## config.mk

```make
export PLATFORM = sky130hd
export DESIGN_NAME = spmmio_sdcard_spi
export DESIGN_NICKNAME = d
export VERILOG_FILES = /design/src/rtl/spmmio_sdcard_spi.sv
export SDC_FILE = /design/constraint.sdc
export NUM_CORES = 1
export LEC_CHECK = 0
export BUFFER_PORTS_ARGS = -buffer_cell sky130_fd_sc_hd__buf_2
export CAP_MARGIN = 0
export CELL_PAD_IN_SITES_DETAIL_PLACEMENT = 0
export CELL_PAD_IN_SITES_GLOBAL_PLACEMENT = 1
export CORE_ASPECT_RATIO = 0.5
export CORE_UTILIZATION = 44
export CTS_CLUSTER_DIAMETER = 200
export CTS_CLUSTER_SIZE = 28
export DETAILED_ROUTE_END_ITERATION = 10
export PLACE_DENSITY_LB_ADDON = 0.1
export SKIP_CTS_REPAIR_TIMING = 1
export SLEW_MARGIN = 30
export SYNTH_ARGS = -nofsm -noshare
export SYNTH_HDL_FRONTEND = slang
export SYNTH_SLANG_ARGS = --single-unit
export TNS_END_PERCENT = 1
```

## constraint.sdc

```tcl
create_clock -name clk -period 3 [get_ports clk]
set_input_delay 0.6 -clock clk [delete_from_list [all_inputs] [get_ports clk]]
set_output_delay 0.6 -clock clk [all_outputs]
set_load 0.005 [all_outputs]
```

## src/rtl/spmmio_sdcard_spi.sv

```systemverilog
// SPI mode-0 byte engine for an SD card: one byte per start, runtime SCK divider, chip select.
// Optional CRC-16/CCITT over MOSI or MISO bits when SDCARD_SPI_CRC16_EN is defined.
module spmmio_sdcard_spi (
    input  logic        clk,
    input  logic        reset,
    input  logic        start,
    input  logic [0:7]  tx_byte,
    input  logic [0:7]  div,
    input  logic        cs_en,
    input  logic        crc_clear,
    input  logic        crc_src,
    output logic        busy,
    output logic        done,
    output logic [0:7]  rx_byte,
    output logic [0:15] crc16,
    output logic        sdcard_cs,
    output logic        sdcard_sck,
    output logic        sdcard_mosi,
    input  logic        sdcard_miso
);
    localparam logic [1:0] IDLE = 2'd0;
    localparam logic [1:0] LOW  = 2'd1;
    localparam logic [1:0] HIGH = 2'd2;

    logic [1:0] r_state;
    logic [7:0] r_div;
    logic [7:0] r_cnt;
    logic [2:0] r_bit;
    logic [0:7] r_tx;
    logic [0:7] r_rx_sh;
    logic [0:7] r_rx_byte;
    logic       r_busy;
    logic       r_done;
    logic       r_sck;
    logic       r_mosi;
    logic       r_cs;
    logic       r_miso_q;

    logic       w_phase_end;
    logic       w_sample;
    logic [0:7] w_rx_shift;

    assign w_phase_end = (r_cnt == r_div);
    // MISO is taken one cycle into the high phase so the synchronising flop has
    // already captured the level present when SCK rose, even for div=0.
    assign w_sample    = (r_state == HIGH) && (r_cnt == 8'd0);
    assign w_rx_shift  = {r_rx_sh[1:7], r_miso_q};

    // NOTE: all state uses non-blocking assignments so every flop sees pre-edge values.
    always_ff @(posedge clk) begin
        if (reset) begin
            r_state   <= IDLE;
            r_div     <= 8'd0;
            r_cnt     <= 8'd0;
            r_bit     <= 3'd0;
            r_tx      <= 8'hFF;
            r_rx_sh   <= 8'h00;
            r_rx_byte <= 8'h00;
            r_busy    <= 1'b0;
            r_done    <= 1'b0;
            r_sck     <= 1'b0;
            r_mosi    <= 1'b1;
            r_cs      <= 1'b1;
            r_miso_q  <= 1'b0;
        end else begin
            r_cs     <= ~cs_en;
            r_miso_q <= sdcard_miso;
            r_done   <= 1'b0;
            case (r_state)
                IDLE: begin
                    // The done cycle itself never accepts; a held start is taken one cycle later.
                    if (start && !r_done) begin
                        r_state <= LOW;
                        r_busy  <= 1'b1;
                        r_tx    <= tx_byte;
                        r_div   <= div;
                        r_cnt   <= 8'd0;
                        r_bit   <= 3'd0;
                        r_mosi  <= tx_byte[0];
                    end
                end
                LOW: begin
                    if (w_phase_end) begin
                        r_state <= HIGH;
                        r_sck   <= 1'b1;
                        r_cnt   <= 8'd0;
                    end else begin
                        r_cnt <= r_cnt + 8'd1;
                    end
                end
                HIGH: begin
                    if (w_sample)
                        r_rx_sh <= w_rx_shift;
                    if (w_phase_end) begin
                        r_cnt <= 8'd0;
                        r_sck <= 1'b0;
                        if (r_bit == 3'd7) begin
                            r_state   <= IDLE;
                            r_busy    <= 1'b0;
                            r_done    <= 1'b1;
                            r_mosi    <= 1'b1;
                            r_rx_byte <= w_sample ? w_rx_shift : r_rx_sh;
                        end else begin
                            r_state <= LOW;
                            r_bit   <= r_bit + 3'd1;
                            r_tx    <= {r_tx[1:7], 1'b1};
                            r_mosi  <= r_tx[1];
                        end
                    end else begin
                        r_cnt <= r_cnt + 8'd1;
                    end
                end
                default: begin
                    r_state <= IDLE;
                    r_busy  <= 1'b0;
                    r_sck   <= 1'b0;
                    r_mosi  <= 1'b1;
                end
            endcase
        end
    end

`ifdef SDCARD_SPI_CRC16_EN
    logic [15:0] r_crc;
    logic        w_crc_bit;
    logic        w_crc_fb;

    assign w_crc_bit = crc_src ? r_miso_q : r_mosi;
    assign w_crc_fb  = r_crc[15] ^ w_crc_bit;

    always_ff @(posedge clk) begin
        if (reset || crc_clear)
            r_crc <= 16'h0000;
        else if (w_sample)
            r_crc <= {r_crc[14:0], 1'b0} ^ (w_crc_fb ? 16'h1021 : 16'h0000);
    end

    assign crc16 = r_crc;
`else
    logic w_unused_crc;
    assign w_unused_crc = crc_clear ^ crc_src;
    assign crc16        = 16'h0000;
`endif

    assign busy        = r_busy;
    assign done        = r_done;
    assign rx_byte     = r_rx_byte;
    assign sdcard_cs   = r_cs;
    assign sdcard_sck  = r_sck;
    assign sdcard_mosi = r_mosi;

endmodule
```

==> Implementation_results.wiki <==
{| class="wikitable"
! Metric !! Value
|-
| Result of the run || finished, final reports clean
|-
| IR drop worst, VDD || ~0.28 mV
|-
| Length of routed met3 wiring || 212 um
|-
| Most frequently used flop master after synthesis || sky130_fd_sc_hd__dfxtp_1
|-
| Via count of the first global-routing pass || between 1000 and 1500
|-
| Worst min path class || in -> reg
|-
| Clock Pin Slew Worst Setup and Hold Paths || 0.09 ns
|-
| Die Footprint || 5820 um2
|-
| Share of Yosys cell area claimed by the top area cell type || approximately 41%
|-
| Post-synthesis adder-cell area fraction || 4.13%
|-
| Post-synthesis instance area || between 2000 and 2500 um2
|-
| F_max || slightly below 500 MHz
|-
| Yosys synthesis warning count || 0
|-
| Synthesized area per cell || ~9.8 um2
|-
| Share of synthesized area occupied by flip-flops and latches || ~41%
|-
| Vertical die dimension || 54.5 um
|-
| Critical Path RT || about 3.2 ns
|-
| CP max stage delay || approximately 0.7 ns
|-
| Initial Util || between 40% and 50%
|-
| Start of the worst register-to-register path || r_state[1]
|-
| DIE WIDTH || ~110 um
|-
| Number of rows created at floorplan || 18
|-
| Routed len/inst || between 10 and 15 um
|-
| Final period utilization || about two thirds
|-
| Final number of setup-violating endpoints || 0
|-
| Leakage power || roughly 1.2 nW
|-
| Top post-synthesis cells by area || sky130_fd_sc_hd__dfxtp_1 (41%), sky130_fd_sc_hd__mux2i_1 (9.9%), sky130_fd_sc_hd__nor2_1 (6.7%)
|-
| Cell accounting for the most synthesized area || sky130_fd_sc_hd__dfxtp_1
|-
| Number of placed I/O pins || 52
|-
| Setup TNS Final || 0 ns
|-
| Count of maximum capacitance violations || 0
|-
| Deepest level of the CTS H-tree || 2
|-
| WL met1 || 2240 um
|-
| Crit path arrival time || 2.21 ns
|-
| Worst path slowest cell || sky130_fd_sc_hd__a21oi_1
|-
| Clock sink total || 50
|-
| Actual transition at the worst max-transition pin || ~0.84 ns
|-
| Clock tree root buffer cell || sky130_fd_sc_hd__clkbuf_8
|-
| Share of cell area taken by muxes after synthesis || about a tenth
|-
| CP Capture Type || register
|-
| Via count || around 1700
|-
| Cells after synthesis || between 200 and 250
|-
| Number of buffers between clock root and the deepest sink || 2
|-
| Worst Path Max Fanout || 9
|-
| Global-route congestion overflow total || 0
|-
| Number of nets in the final layout || ~300
|-
| Combinational family with the most area after synthesis || simple AND/OR/NAND/NOR gates
|-
| Met2 wire length || 1860 um
|-
| CTS tree || yes
|-
| Finished Cell Area || roughly 2700 um2
|-
| Synthesized-area fraction occupied by ao, oa, aoi and oai cells || 12.3%
|-
| Simple-gate share of the synthesized area || 17.1%
|-
| Per-cell via count in the routed design || 4.94
|-
| Worst path bufs/invs || 1
|-
| Total cell area at the placement stage || between 2000 and 3000 um2
|-
| Kind of launch point of the worst setup path || register
|-
| Top Family by Delay on Critical Path || compound AO/OA/AOI/OAI gates
|-
| DRC viols || 0
|-
| Clock latency of the later-clocked register in the worst-skew pair || 0.30 ns
|-
| Leading cell type in the layout, fill and taps excluded || sky130_fd_sc_hd__dfxtp_1
|-
| Final estimated routing congestion in global placement || between 0.7 and 0.8
|-
| Final Skew || 0.00968 ns
|-
| Slew Viols, Final || 0
|-
| Number of buffers created by CTS || 5
|-
| Flops & latches, synth || 50
|-
| Core box area || slightly above 5000 um2
|-
| Startpoint of the lowest-slack hold path || cs_en
|-
| Share of the synthesized netlist area taken by xor and xnor gates || under 10%
|-
| DR iter-0 viols || 49
|-
| Layout cell share with drive strength beyond 1 || between 10% and 20%
|-
| Area growth from synthesis to layout || 10.4%
|-
| Beginning of the critical path || r_state[1]
|-
| Drt first pass iters || 4
|-
| Largest net degree at the start of global routing || 38
|-
| Setup repair after global routing missed its margin || false
|-
| Headroom to the max-slew limit || 44.2%
|-
| Number of unique standard cell types used by synthesis || 44
|-
| Number of antenna violations at the first check in global routing || 0
|-
| Total wire length || ~4400 um
|-
| Total power divided by cell area || just over 700 nW/um2
|-
| Number of enable-type register cells in the synthesized netlist || 0
|-
| Overall global routing resource usage || ~16%
|-
| Port bufs || 33
|-
| Cells along the critical path || inv_1, ha_1, a21oi_1, a21o_1, nor2_1
|-
| First-pass GRT wire length || about 7000 um
|-
| Max layer used || met4
|-
| Final hold violation count || 0
|-
| Commonest cells after routing, fill and taps aside || sky130_fd_sc_hd__dfxtp_1 (50), sky130_fd_sc_hd__nor2_1 (43), sky130_fd_sc_hd__buf_2 (33), sky130_fd_sc_hd__mux2i_1 (24), sky130_fd_sc_hd__conb_1 (16)
|-
| Diode insertion count for antenna repair || 0
|-
| HPWL Detailed || about 3100 um
|-
| Critical path class || reg -> reg
|-
| Worst setup slack for register-to-register paths || a little under 1 ns
|-
| Count of antenna-violating nets left after detailed routing || 0
|-
| FFs w/ async S/R, synth || 0%
|-
| Final min period || 2.02 ns
|}
==> stage by stage <==
step	setup WS (ns)	utilization [%]	power [mW]	std cells	hold WS, ns
3_3_place_gp	1.02	50.2	1.42	340	0.471
3_5_place_dp	0.983	50.2	1.44	340	0.480
2_1_floorplan	1.27	-	1.32	263	0.457
4_1_cts	0.964	52.3	1.91	348	0.445
6_report	0.982	52.3	1.89	348	0.457
5_1_grt	0.816	52.3	2.01	348	0.460
==> worst paths after layout <==
kind	end	cells past startpoint
max	r_cnt[7]	5
min	sdcard_cs	2
max reg2reg	r_cnt[7]	5
min reg2reg	busy	2
==> power breakdown <==
part | total [mW] | switching [mW] | internal [mW]
clock | 0.463 | 0.214 | 0.250
sequential | 0.816 | 0.0663 | 0.750
combinational | 0.606 | 0.344 | 0.262
total | 1.89 | 0.624 | 1.26
==> worst register-to-register path, stage by stage (launching register included) <==
cell and delay (ns):
sky130_fd_sc_hd__dfxtp_1 0.40, sky130_fd_sc_hd__inv_1 0.08, sky130_fd_sc_hd__ha_1 0.30, sky130_fd_sc_hd__a21oi_1 0.70, sky130_fd_sc_hd__a21o_1 0.35, sky130_fd_sc_hd__nor2_1 0.08
==> synth_stat cells (2+ instances only) <==
cell and n:
sky130_fd_sc_hd__mux2i_1 24, sky130_fd_sc_hd__a21o_1 2, sky130_fd_sc_hd__xnor2_2 3, sky130_fd_sc_hd__clkbuf_1 7, sky130_fd_sc_hd__a21oi_1 4, sky130_fd_sc_hd__a211oi_1 13
sky130_fd_sc_hd__inv_1 9, sky130_fd_sc_hd__a211oi_2 2, sky130_fd_sc_hd__xor2_1 6, sky130_fd_sc_hd__nor4b_1 2, sky130_fd_sc_hd__and3_1 4, sky130_fd_sc_hd__dfxtp_1 50
sky130_fd_sc_hd__nand4_1 4, sky130_fd_sc_hd__o21ai_0 2, sky130_fd_sc_hd__nor2b_1 7, sky130_fd_sc_hd__ha_1 8, sky130_fd_sc_hd__a32o_1 2, sky130_fd_sc_hd__nand2_1 6
sky130_fd_sc_hd__xnor2_1 6, sky130_fd_sc_hd__nor2_1 43, sky130_fd_sc_hd__nand4_4 2, sky130_fd_sc_hd__buf_4 16, sky130_fd_sc_hd__nand3b_1 2, sky130_fd_sc_hd__buf_2 4
==> routing by layer <==
metal | vias up | global-route usage, %
met5 | - | 0
met2 | 48 | 25.4
met1 | 785 | 21.5
met4 | 0 | 6.16
met3 | 6 | 4.40
li1 | 881 | -
==> registers in the layout, indices dropped and copies added, names as in the netlist, 2 cells and up <==
register and cells:
r_cnt 8, r_div 8, r_rx_sh 8, rx_byte 8
r_tx 7, r_bit 3, r_state 2
==> area by class of cell <==
| class | count | area [um2] |
|---|---|---|
| repair buffers | 35 | 180 |
| multi-input cells | 176 | 1260 |
| well taps | 70 | 87.6 |
| fillers | 476 | 2440 |
| flip-flops and latches | 50 | 1000 |
| clock inverters | 1 | 30.0 |
| inverters | 9 | 33.8 |
| clock buffers | 7 | 76.3 |
==> logic make-up (layout without fill, tap and decap cells) <==
group                      Yosys count  in the layout
AOI/OAI and AO/OA                   35             35
xor gates and xnor gates            15             15
adders and majority gates            8              8
buffers and inverters               37             52
DFF                                 50             50
muxes                               24             24
other                                1             16
and+or+nand+nor                     78             78
(Power assumes the default switching activity.)
